===== src/rtl/serial_rr_arbiter_if.sv =====
// Shared-channel bundle between the requester FSMs (master) and the arbiter (slave).
interface serial_rr_arbiter_if;
    logic [3:0] req;
    logic [3:0] x_src;
    logic [3:0] grant;
    logic [1:0] sel;
    logic       busy;
    logic       x_out;

    modport slave  (input  req, x_src, output grant, sel, busy, x_out);
    modport master (output req, x_src, input  grant, sel, busy, x_out);
endinterface


===== src/rtl/serial_rr_arbiter.sv =====
// Four-way round-robin arbiter that multiplexes one serial bit stream onto a shared
// detector input, with bounded bursts and a mandatory idle cycle between owners.
module serial_rr_arbiter #(
    parameter int unsigned BURST = 4
) (
    input logic               clk,
    input logic               rst,
    serial_rr_arbiter_if.slave bus
);
    localparam logic [7:0] CNT_LOAD = 8'(BURST - 1);

    typedef enum logic {IDLE, SERVE} state_t;

    state_t     r_state, w_state_nxt;
    logic [3:0] r_grant, w_grant_nxt;
    logic [1:0] r_sel,   w_sel_nxt;
    logic [1:0] r_last,  w_last_nxt;
    logic [7:0] r_cnt,   w_cnt_nxt;

    logic [1:0] w_win;
    logic [1:0] w_idx;
    logic       w_found;

    // Search starts just after the previous grantee, so it ends up lowest priority.
    always_comb begin
        w_win   = r_last;
        w_idx   = r_last;
        w_found = 1'b0;
        for (int i = 1; i <= 4; i++) begin
            w_idx = r_last + 2'(i);
            if (!w_found && bus.req[w_idx]) begin
                w_win   = w_idx;
                w_found = 1'b1;
            end
        end
    end

    always_comb begin
        w_state_nxt = r_state;
        w_grant_nxt = r_grant;
        w_sel_nxt   = r_sel;
        w_last_nxt  = r_last;
        w_cnt_nxt   = r_cnt;
        case (r_state)
            IDLE: begin
                if (w_found) begin
                    w_state_nxt = SERVE;
                    w_grant_nxt = 4'b0001 << w_win;
                    w_sel_nxt   = w_win;
                    w_last_nxt  = w_win;
                    w_cnt_nxt   = CNT_LOAD;
                end
            end
            SERVE: begin
                if (!bus.req[r_sel] || r_cnt == 8'd0) begin
                    w_state_nxt = IDLE;
                    w_grant_nxt = 4'b0000;
                end else begin
                    w_cnt_nxt = r_cnt - 8'd1;
                end
            end
            default: w_state_nxt = IDLE;
        endcase
    end

    always_ff @(posedge clk or negedge rst) begin
        if (!rst) begin
            r_state <= IDLE;
            r_grant <= 4'b0000;
            r_sel   <= 2'd0;
            r_last  <= 2'd3;
            r_cnt   <= 8'd0;
        end else begin
            r_state <= w_state_nxt;
            r_grant <= w_grant_nxt;
            r_sel   <= w_sel_nxt;
            r_last  <= w_last_nxt;
            r_cnt   <= w_cnt_nxt;
        end
    end

    assign bus.grant = r_grant;
    assign bus.sel   = r_sel;
    assign bus.busy  = (r_state == SERVE);
    assign bus.x_out = (r_state == SERVE) ? bus.x_src[r_sel] : 1'b0;
endmodule

===== src/flat_wrapper.sv =====
// flat-port wrapper written by rule: the top's interface ports become plain ports
module serial_rr_arbiter_flat 
#(
    parameter int unsigned BURST = 4
)
  (clk, rst, bus_req, bus_x_src, bus_grant, bus_sel, bus_busy, bus_x_out);
  serial_rr_arbiter_if bus_i ();
  input logic clk;
  input logic rst;
  input wire logic [$bits(bus_i.req)-1:0] bus_req;
  input wire logic [$bits(bus_i.x_src)-1:0] bus_x_src;
  output wire logic [$bits(bus_i.grant)-1:0] bus_grant;
  output wire logic [$bits(bus_i.sel)-1:0] bus_sel;
  output wire logic [$bits(bus_i.busy)-1:0] bus_busy;
  output wire logic [$bits(bus_i.x_out)-1:0] bus_x_out;
  assign bus_i.req = bus_req;
  assign bus_i.x_src = bus_x_src;
  assign bus_grant = bus_i.grant;
  assign bus_sel = bus_i.sel;
  assign bus_busy = bus_i.busy;
  assign bus_x_out = bus_i.x_out;
  serial_rr_arbiter #(.BURST(BURST)) u_core (.clk(clk), .rst(rst), .bus(bus_i));
endmodule

===== config.mk =====
export PLATFORM = sky130hd
export DESIGN_NAME = serial_rr_arbiter_flat
export DESIGN_NICKNAME = d
export VERILOG_FILES = /design/src/rtl/serial_rr_arbiter_if.sv /design/src/rtl/serial_rr_arbiter.sv /design/src/flat_wrapper.sv
export SDC_FILE = /design/constraint.sdc
export NUM_CORES = 1
export LEC_CHECK = 0
export ABC_AREA = 1
export BUFFER_PORTS_ARGS = -buffer_cell sky130_fd_sc_hd__buf_2
export CAP_MARGIN = 5
export CELL_PAD_IN_SITES_DETAIL_PLACEMENT = 0
export CELL_PAD_IN_SITES_GLOBAL_PLACEMENT = 1
export CORE_MARGIN = 2
export CORE_UTILIZATION = 43
export CTS_CLUSTER_DIAMETER = 80
export CTS_CLUSTER_SIZE = 20
export DETAILED_ROUTE_END_ITERATION = 8
export GPL_TIMING_DRIVEN = 0
export MAX_ROUTING_LAYER = met4
export PLACE_DENSITY_LB_ADDON = 0.1
export SLEW_MARGIN = 20
export SYNTH_ARGS = -nofsm -noshare
export SYNTH_HDL_FRONTEND = slang
export SYNTH_SLANG_ARGS = --single-unit
export TNS_END_PERCENT = 5

===== constraint.sdc =====
create_clock -name clk -period 3.5 [get_ports clk]
set_input_delay 0.175 -clock clk [delete_from_list [all_inputs] [get_ports clk]]
set_output_delay 0.175 -clock clk [all_outputs]
set_load 0.02 [all_outputs]

# ---- After elaboration in Yosys (flattened, before gate mapping)
# Cells that the tools add are included.
dict set report word_totals {
  register_bits 17
  out_inout_bits 8
  word_cells 61
}
dict set report op_classes {
  n_eq_ne 3
  n_lt_le_gt_ge 5
  reduce_logical 12
  n_shift 1
  bitwise 1
  addsub 4
  muxes 30
}
# operator n
set op_table {}
lappend op_table {{8-bit two-way mux} 2}
lappend op_table {{8-bit case mux with 2 select lines} 1}
lappend op_table {{2-bit by 3-bit < comparator with 1-bit output (second input constant)} 5}
lappend op_table {{1-bit two-way mux} 13}
lappend op_table {{1-bit binary-select mux with 2-bit select} 6}
lappend op_table {{8-bit zero test} 1}
lappend op_table {{2-bit two-way mux} 4}
lappend op_table {{4-bit two-way mux} 2}
lappend op_table {{4-bit case mux with 2 select lines} 1}
lappend op_table {{8-bit by 1-bit subtractor with 8-bit output (second input constant)} 1}
lappend op_table {{2-bit AND reduction} 3}
lappend op_table {{2-bit adder (second input constant)} 2}
lappend op_table {{1-bit zero test} 4}
lappend op_table {{2-bit inequality test (second input constant)} 2}
lappend op_table {{1-bit by 2-bit left shift with 4-bit output (first input constant)} 1}
lappend op_table {{1-bit logical AND} 3}
lappend op_table {{2-bit by 1-bit adder with 2-bit output (second input constant)} 1}
lappend op_table {{2-bit by 1-bit inequality test with 1-bit output (second input constant)} 1}
lappend op_table {{1-bit case mux with 2 select lines} 1}
lappend op_table {{1-bit logical OR} 1}
lappend op_table {{1-bit inverter} 1}

# ---- Longest topological paths before layout
# Gate-level depths: netlist (run 1).
dict set report depth {
  depth_word 16
  ltp_mapped 13
  ltp_nobuf 12
}

# ---- Least setup slack after synthesis (run 1)
# Ideal clock, no wire load.
dict set report synth_timing {
  path_kind {register -> register}
  startpoint {reg u_core.r_last[0]}
  endpoint {reg u_core.r_cnt[0]}
  stages_incl_launch_ff 14
  setup_slack_ps 1816
  required_ps 3376
  arrival_time_ps 1559
  path_cell_list {dfstp_2 inv_2 buf_6 nand2_1 nand2_1 nand2_4 nand2_4 nor2_4 nand3_2 nand2_4 nand2_4 buf_6 nand2_1 o21ai_1}
}
dict set report synth_between {
  elab_chain_cells 15
  elab_cells_between_ends 23
}
# item line_no
set synth_lines {}
lappend synth_lines {{from (decl)} serial_rr_arbiter.sv:17} ;# logic [1:0] r_last, w_last_nxt;
lappend synth_lines {{from (signal assigned)} serial_rr_arbiter.sv:77} ;# r_last <= w_last_nxt;
lappend synth_lines {{2-bit by 1-bit adder with 2-bit output} serial_rr_arbiter.sv:30} ;# w_idx = r_last + 2'(i);
lappend synth_lines {{1-bit binary-select mux with 2-bit select} serial_rr_arbiter.sv:31} ;# if (!w_found && bus.req[w_idx]) begin
lappend synth_lines {{1-bit two-way mux (implied by the code)} serial_rr_arbiter.sv:31}
lappend synth_lines {{1-bit two-way mux} serial_rr_arbiter.sv:31}
lappend synth_lines {{1-bit zero test} serial_rr_arbiter.sv:31}
lappend synth_lines {{1-bit logical AND} serial_rr_arbiter.sv:31}
lappend synth_lines {{1-bit two-way mux} serial_rr_arbiter.sv:31}
lappend synth_lines {{1-bit zero test} serial_rr_arbiter.sv:31}
lappend synth_lines {{1-bit logical AND} serial_rr_arbiter.sv:31}
lappend synth_lines {{1-bit two-way mux} serial_rr_arbiter.sv:31}
lappend synth_lines {{1-bit zero test} serial_rr_arbiter.sv:31}
lappend synth_lines {{1-bit logical AND} serial_rr_arbiter.sv:31}
lappend synth_lines {{1-bit two-way mux *} serial_rr_arbiter.sv:31}
lappend synth_lines {{2-bit by 1-bit inequality test with 1-bit output (no source line) *} -}
lappend synth_lines {{2-bit AND reduction (no source line) *} -}
lappend synth_lines {{to (signal assigned)} serial_rr_arbiter.sv:78} ;# r_cnt <= w_cnt_nxt;
lappend synth_lines {{to (decl)} serial_rr_arbiter.sv:18} ;# logic [7:0] r_cnt, w_cnt_nxt;
# Mark *: on every way between the ends. The rest lies on a longest branch, timed or not. The select of a mux whose other input is x is not followed.
# A chain may end at the register's enable or synchronous reset.

# ---- Final worst setup path (run 1)
# Same ends and word-level chain as after synthesis.

==> results of run 1 <==
[per-stage QoR]
step           hold slack (ns)  setup slack [ns]
6_report                 0.319              1.61
5_1_grt                  0.345              1.49
4_1_cts                  0.319              1.61
3_5_place_dp             0.121              1.62
3_3_place_gp             0.114              1.64
2_1_floorplan           -0.121              1.82
[critical path: cells and delay by family (launching register included)]
family / cells / cell delay (ns)
compound gates: 1 / 0.06
buf+inv: 3 / 0.33
flops: 1 / 0.55
simple gates: 9 / 0.83
[how the worst min path moves through the flow]
stage / from / to / slack [ns] / cells after the start
finish: rst / u_core.r_cnt[0]$_DFFE_PN0P_ / 0.32 / 2
global placement: rst / u_core.r_cnt[1]$_DFFE_PN0P_ / 0.11 / 1
global route: rst / u_core.r_cnt[0]$_DFFE_PN0P_ / 0.34 / 2
detailed placement: rst / u_core.r_cnt[1]$_DFFE_PN0P_ / 0.12 / 1
CTS: rst / u_core.r_cnt[0]$_DFFE_PN0P_ / 0.32 / 2
floorplan: rst / u_core.bus.busy$_DFF_PN0_ / -0.12 / 0
[power groups by stage]
stage	Clock, mW	Combinational [mW]	Sequential (mW)
floorplan	0	0.820	0.376
global placement	0	1.05	0.348
detailed placement	0	1.08	0.350
CTS	0.114	1.08	0.347
global route	0.128	1.22	0.359
finish	0.110	1.07	0.347
[placed cells by master, fill, tap and decap left out, types with 3 or more instances in the layout]
cell type | netlist | final
o21ai_2 | 6 | 6
nand3_1 | 18 | 18
dfrtp_1 | 15 | 15
inv_1 | 18 | 18
nand2_2 | 6 | 6
o21ai_0 | 5 | 5
nand2_4 | 6 | 6
clkbuf_4 | 0 | 3
nand2_1 | 68 | 68
xor2_1 | 4 | 4
inv_2 | 3 | 3
nor2_1 | 16 | 16
buf_2 | 0 | 17
[flip-flops by register name (all words and copies together), names as in the netlist]
register	count
u_core.bus.busy	1
u_core.bus.grant	4
u_core.bus.sel	2
u_core.r_cnt	8
u_core.r_last	2
[final cells by class]
class	instances	area, sq um
multi-input cells	141	719
plain buffers	3	30.0
clock inverters	1	7.51
clock buffers	3	22.5
inverters	22	82.6
repair buffers	18	95.1
well taps	31	38.8
fillers	280	1360
flip-flops and latches	17	428
[kinds of logic (layout without fill, tap and decap cells)]
| kind of cell | after synthesis | in the layout | synth area share |
|---|---|---|---|
| compound gates | 16 | 16 | 0.0854 |
| xor+xnor | 5 | 5 | 0.0348 |
| fa+ha+maj | 2 | 2 | 0.0199 |
| buf+inv | 25 | 47 | 0.0894 |
| flops | 17 | 17 | 0.340 |
| simple gates | 118 | 118 | 0.431 |
[metal layers]
layer,vias up,wire [microns]
met4,0,0
met1,535,1380
met2,37,1170
li1,616,-
met3,0,203
met5,-,0
==> results by group, run 1 <==
Setup path
  • Worst path required time: 3.69 ns
  • CP startpoint: u_core.r_last[0]$_DFFE_PN1P_
  • Slowest-stage cell, CP: dfstp_2
  • CP max stage delay: 0.55 ns
  • R2R depth: 13
  • Critical path class: register to register
  • Crit-path cells: inv_2, buf_6, nand2_1, nand2_1, nand2_1, nand2_1, nor2_4, nand3_2, nand2_4, nand2_4, buf_6, nand2_1, o21ai_1
  • Worst r2r src: u_core.r_last[0]$_DFFE_PN1P_
  • Critical Path AT: around 2.1 ns
  • Critical path endpoint: u_core.r_cnt[0]$_DFFE_PN0P_
  • Crit Path Max Fanout: 10
  • Startpoint Class: register
  • CP endpoint kind: register
  • R2r setup slk: 1.61 ns
  • Most common cell on crit path: nand2_1
  • Reg2reg end: u_core.r_cnt[0]$_DFFE_PN0P_

Synthesis
  • Leading cell type by number of instances after synthesis: nand2_1
  • Seq/Total Area, Yosys: 0.340
  • Main synth FF type: dfrtp_1
  • EDFF count, synth: 0
  • Syn Std Cell Area: 0.00126 sq mm
  • Ys Warns: 0
  • Largest area contributor in the netlist: dfrtp_1
  • Post-synth net total: between 150 and 200
  • Synth top cells by count: 68 x nand2_1, 18 x inv_1, 18 x nand3_1
  • Post-synthesis cell count: 183
  • Synth cell types: 24
  • Async S/R FF share, synth: 1.00
  • FF+latch count, synth: 17
  • Top post-synthesis cells by area: dfrtp_1 30%, nand2_1 20%, nand3_1 7.1%
  • Syn Area/Cell: 6.89 sq um
  • Share of the synthesized area in the top cell type: 0.298

Timing
  • Final setup violation count: 0
  • Max Slew Vio Count: 0
  • Min Tclk post-route: 1.89 ns
  • RSZ-0062 raised after global routing: no
  • Slew of the pin with the lowest slew margin: 0.493 ns
  • Max Clock Freq: 529 MHz
  • Post-route setup TNS: 0 ns
  • Fin crit share: 0.540
  • Final Hold Viols: 0
  • Max_slew headroom: 0.669
  • Worst Skew: 0.00612 ns

Pwr
  • Internal Power: about 700 uW
  • Comb power frac: 0.701
  • Power Total: 1.53 mW
  • Clk pwr share: 0.072
  • Static Leak: 0.791 nW
  • Maximum vdd drop: 0.000603 V
  • Power density cells: about 1100 mW/mm^2
  • Switching Share: 0.548
  • Psw: roughly 840 uW
  • Sequential Power Share: 0.227

Floorplanning
  • Width of the die: 58.1 microns
  • Die ar.: 0.00338 sq mm
  • Site Rows: 19
  • Die H: 58.1 microns
  • Initial core utilization: 0.453
  • # IOs: 18
  • Core region area: roughly 0.0028 sq mm

Drt
  • Vias/cell: 5.03
  • Detail Route Antenna Nets: 0
  • Total number of vias: 1,188
  • 1st-iter DRT viols: 69
  • Wire per inst: 11.6 microns
  • Final wirelength: 2.75 mm
  • Pre-antenna DRT Iters: 4
  • DRC viols: 0

Job
  • Maxcap violations: 0

CTS
  • PostCTS Resize Cnt: 0
  • Setup Buffers After CTS: 0
  • Total clock buffers created by CTS: 3
  • Root Driver: clkbuf_4
  • Clock sink count: 17
  • Cts hold-fix bufs: 1
  • CTS tree: done
  • Htree depth: 1
  • CTS max path bufs: 2
  • Clock slew at reported path FFs: 0.11 ns
  • Worst-Skew Late Latency: 0.30 ns

Global routing
  • Initial antenna violation count: 0
  • Global-route wire length before repair: 4.89 mm
  • All-Layer GR Usage: 0.193
  • Pin count of the biggest net entering global routing: 18
  • Busiest layer in global routing: met2
  • Vias in the first global route: 1,100
  • Met1 Resource Use GR: 0.280
  • Met3 Use GR: 0.0469
  • Met2 Resource Use GR: 0.282
  • Gr ovfl total: 0

Finish
  • Share of layout cells above drive strength 1: 0.239
  • Layout Utilization: 0.512
  • Layout area overhead: 13.0%
  • Post-layout instance area: 0.00142 sq mm
  • # diodes: 0
  • NumNets Final: 218
  • Final std cells w/o fill: 236

Placement
  • Routability cong.: 0.907
  • Placed cell count: ~230
  • HPWL Detailed: 2.19 mm
  • Port Buffers: 17
  • Area post-placement: 0.00138 sq mm

Run status
  • Status: finished, final reports clean

Worst hold path
  • Path type of the worst min-delay path: input port to async pin
Note: power is estimated with default switching activity, not from simulation.
==> run 2, diff against run 1 <==
- CORE_UTILIZATION: 43 -> 40
- clock period: 3.5 -> 1.8 ns (I/O delays scaled with it)
==> run 2 against run 1 <==
Against the previous run: critical path type unchanged; register-to-register slack lost 1.6 ns; die area rose by 7.0%; via count shrank 1.2%; sequential share of layout area shrank 3.2 points; sequential power increased by 95%; power is 120% higher; highest routed layer is now met4; utilization grew 1.5 points; global-route usage fell by 1.6 points; largest cell class unchanged; maximum frequency increased by 5.6%; critical path depth is the same.
==> results by group, run 2 (synthesized netlist as in run 1, its figures left out) <==
Setup path
  • Critical path class: register to register
  • Startpoint Class: register
  • Worst path required time: slightly below 2 ns
  • Crit Path Max Fanout: 8
  • CP endpoint kind: register
  • Critical Path AT: 1.97 ns

Placement
  • Place WS: -0.0486 ns
  • Area post-placement: 0.00140 sq mm
  • Placed cell count: 244
  • Routability cong.: roughly 0.83
  • HPWL Detailed: 2.05 mm
  • Port Buffers: 17

Pwr
  • Static Leak: 0.862 nW
  • Power density cells: 2140 mW/mm^2
  • Maximum vdd drop: 0.000946 V
  • Power Total: 3.41 mW

Finish
  • # diodes: 0
  • Max reg flops: 8
  • Most frequent cells in the layout: 61 x nand2_1, 18 x inv_1, 17 x nand3_1, 17 x buf_2, 15 x dfrtp_1
  • Share of layout cells above drive strength 1: 0.307
  • Layout Utilization: 0.527
  • Final std cells w/o fill: 256
  • NumNets Final: approximately 230
  • Layout area overhead: 26.6%
  • Most common cell after layout, fill and taps aside: nand2_1
  • Top reg by flops: u_core.r_cnt
  • Post-layout instance area: ~0.0016 sq mm

Drt
  • Vias/cell: 4.59
  • Total number of vias: around 1,200
  • DRC viols: 0
  • Final wirelength: about 2.7 mm
  • Pre-antenna DRT Iters: 4
  • Wire per inst: 10.7 microns
  • 1st-iter DRT viols: 91
  • Detail Route Antenna Nets: 0

Timing
  • Final setup violation count: 0
  • Worst Skew: 0.00301 ns
  • RSZ-0062 raised after global routing: yes
  • Fin crit share: 0.994
  • Setup ws final: around 0.012 ns
  • Max_slew headroom: 0.676
  • Final Hold Viols: 0
  • Min Tclk post-route: between 1.5 and 2 ns
  • Max Clock Freq: 559 MHz
  • Slew of the pin with the lowest slew margin: about 0.48 ns
  • Max Slew Vio Count: 0

Floorplanning
  • Width of the die: between 60 and 70 microns
  • Site Rows: 20
  • Initial core utilization: 0.416
  • Die H: between 60 and 70 microns
  • Die ar.: 0.00362 sq mm
  • Core region area: ~0.0030 sq mm
  • # IOs: 18

CTS
  • CTS tree: done
  • Clock slew at reported path FFs: 0.10 ns
  • CTS max path bufs: 2
  • Htree depth: 1
  • Worst-Skew Late Latency: 0.29 ns
  • Root Driver: clkbuf_4
  • Clock sink count: 17
  • Total clock buffers created by CTS: 3

Global routing
  • All-Layer GR Usage: 0.177
  • Global-route wire length before repair: 4.73 mm
  • Gr ovfl total: 0
  • Vias in the first global route: 1,131
  • Pin count of the biggest net entering global routing: 18
  • Initial antenna violation count: 0

Run status
  • Status: finished, final reports clean

Job
  • Maxcap violations: 0

Worst hold path
  • Path type of the worst min-delay path: input port to async pin
-- run 2: changes by cell type in the layout (fill, tap and decap cells not counted), sizes merged --
cell,before,now
buf,20,26
clkinvlp,1,0
clkbuf,3,5
-- run 2: repair_timing --
| item | in CTS | in global routing |
|---|---|---|
| pin swaps | 0 | 8 |
| gates resized for setup | 2 | 22 |
| setup buffers | 2 | 4 |
| cloned | 0 | 1 |
| hold buffers | 1 | 0 |
| endpoints found under the setup margin | 7 | 15 |
| endpoints found under the hold margin | 15 | 0 |
-- run 2: final cells by class --
| class | count | area, sq um |
|---|---|---|
| Buffer | 3 | 46.3 |
| Timing Repair Buffer | 25 | 169 |
| Tap cell | 44 | 55.1 |
| Fill cell | 317 | 1430 |
| Sequential cell | 17 | 428 |
| Inverter | 22 | 85.1 |
| Clock buffer | 4 | 26.3 |
| Multi-Input combinational cell | 141 | 786 |
-- run 2: critical path, stage by stage, from the launching register on --
cell and delay (ns):
dfstp_2 0.56, inv_2 0.05, buf_8 0.13, nand2_4 0.06, nand2_4 0.06, nand2_4 0.08
nand2_4 0.07, nor2_4 0.13, nand3_2 0.10, nand2_4 0.12, nand2_8 0.08, buf_12 0.14
nand2_2 0.04, o21ai_1 0.05
-- run 2: path summary, 6_finish.rpt --
kind / from / end / slack (ns) / cells past startpoint
max: u_core.r_last[0]$_DFFE_PN1P_ / u_core.r_cnt[0]$_DFFE_PN0P_ / 0.01 / 13
min reg2reg: u_core.bus.grant[0]$_DFFE_PN0P_ / u_core.bus.grant[0]$_DFFE_PN0P_ / 0.51 / 2
min in group clk: bus_req[2] / u_core.r_cnt[0]$_DFFE_PN0P_ / 0.48 / 8
max in group asynchronous: rst / u_core.r_last[0]$_DFFE_PN1P_ / 1.23 / 2
max reg2reg: u_core.r_last[0]$_DFFE_PN1P_ / u_core.r_cnt[0]$_DFFE_PN0P_ / 0.01 / 13
min: rst / u_core.r_cnt[6]$_DFFE_PN0P_ / 0.25 / 2
-- run 2: per-layer routing --
layer,GRT usage,routed length (microns),vias up
met5,-,0,-
met4,0.0571,34,0
met3,0.0130,33,5
met2,0.317,1440,9
met1,0.207,1230,533
li1,-,-,627
-- run 2: where the power goes --
group | total [mW] | internal, mW | switching (mW)
registers | 0.677 | 0.555 | 0.123
logic | 2.53 | 1.01 | 1.52
clock network | 0.203 | 0.0861 | 0.117
-- run 2: metrics by stage --
stage | TNS, ns | hold slack [ns]
after floorplan | 0 | -0.206
after global placement | -0.0789 | 0.0357
after detailed placement | -0.105 | 0.0391
after CTS | 0 | 0.257
after global routing | -0.610 | 0.275
final | 0 | 0.249
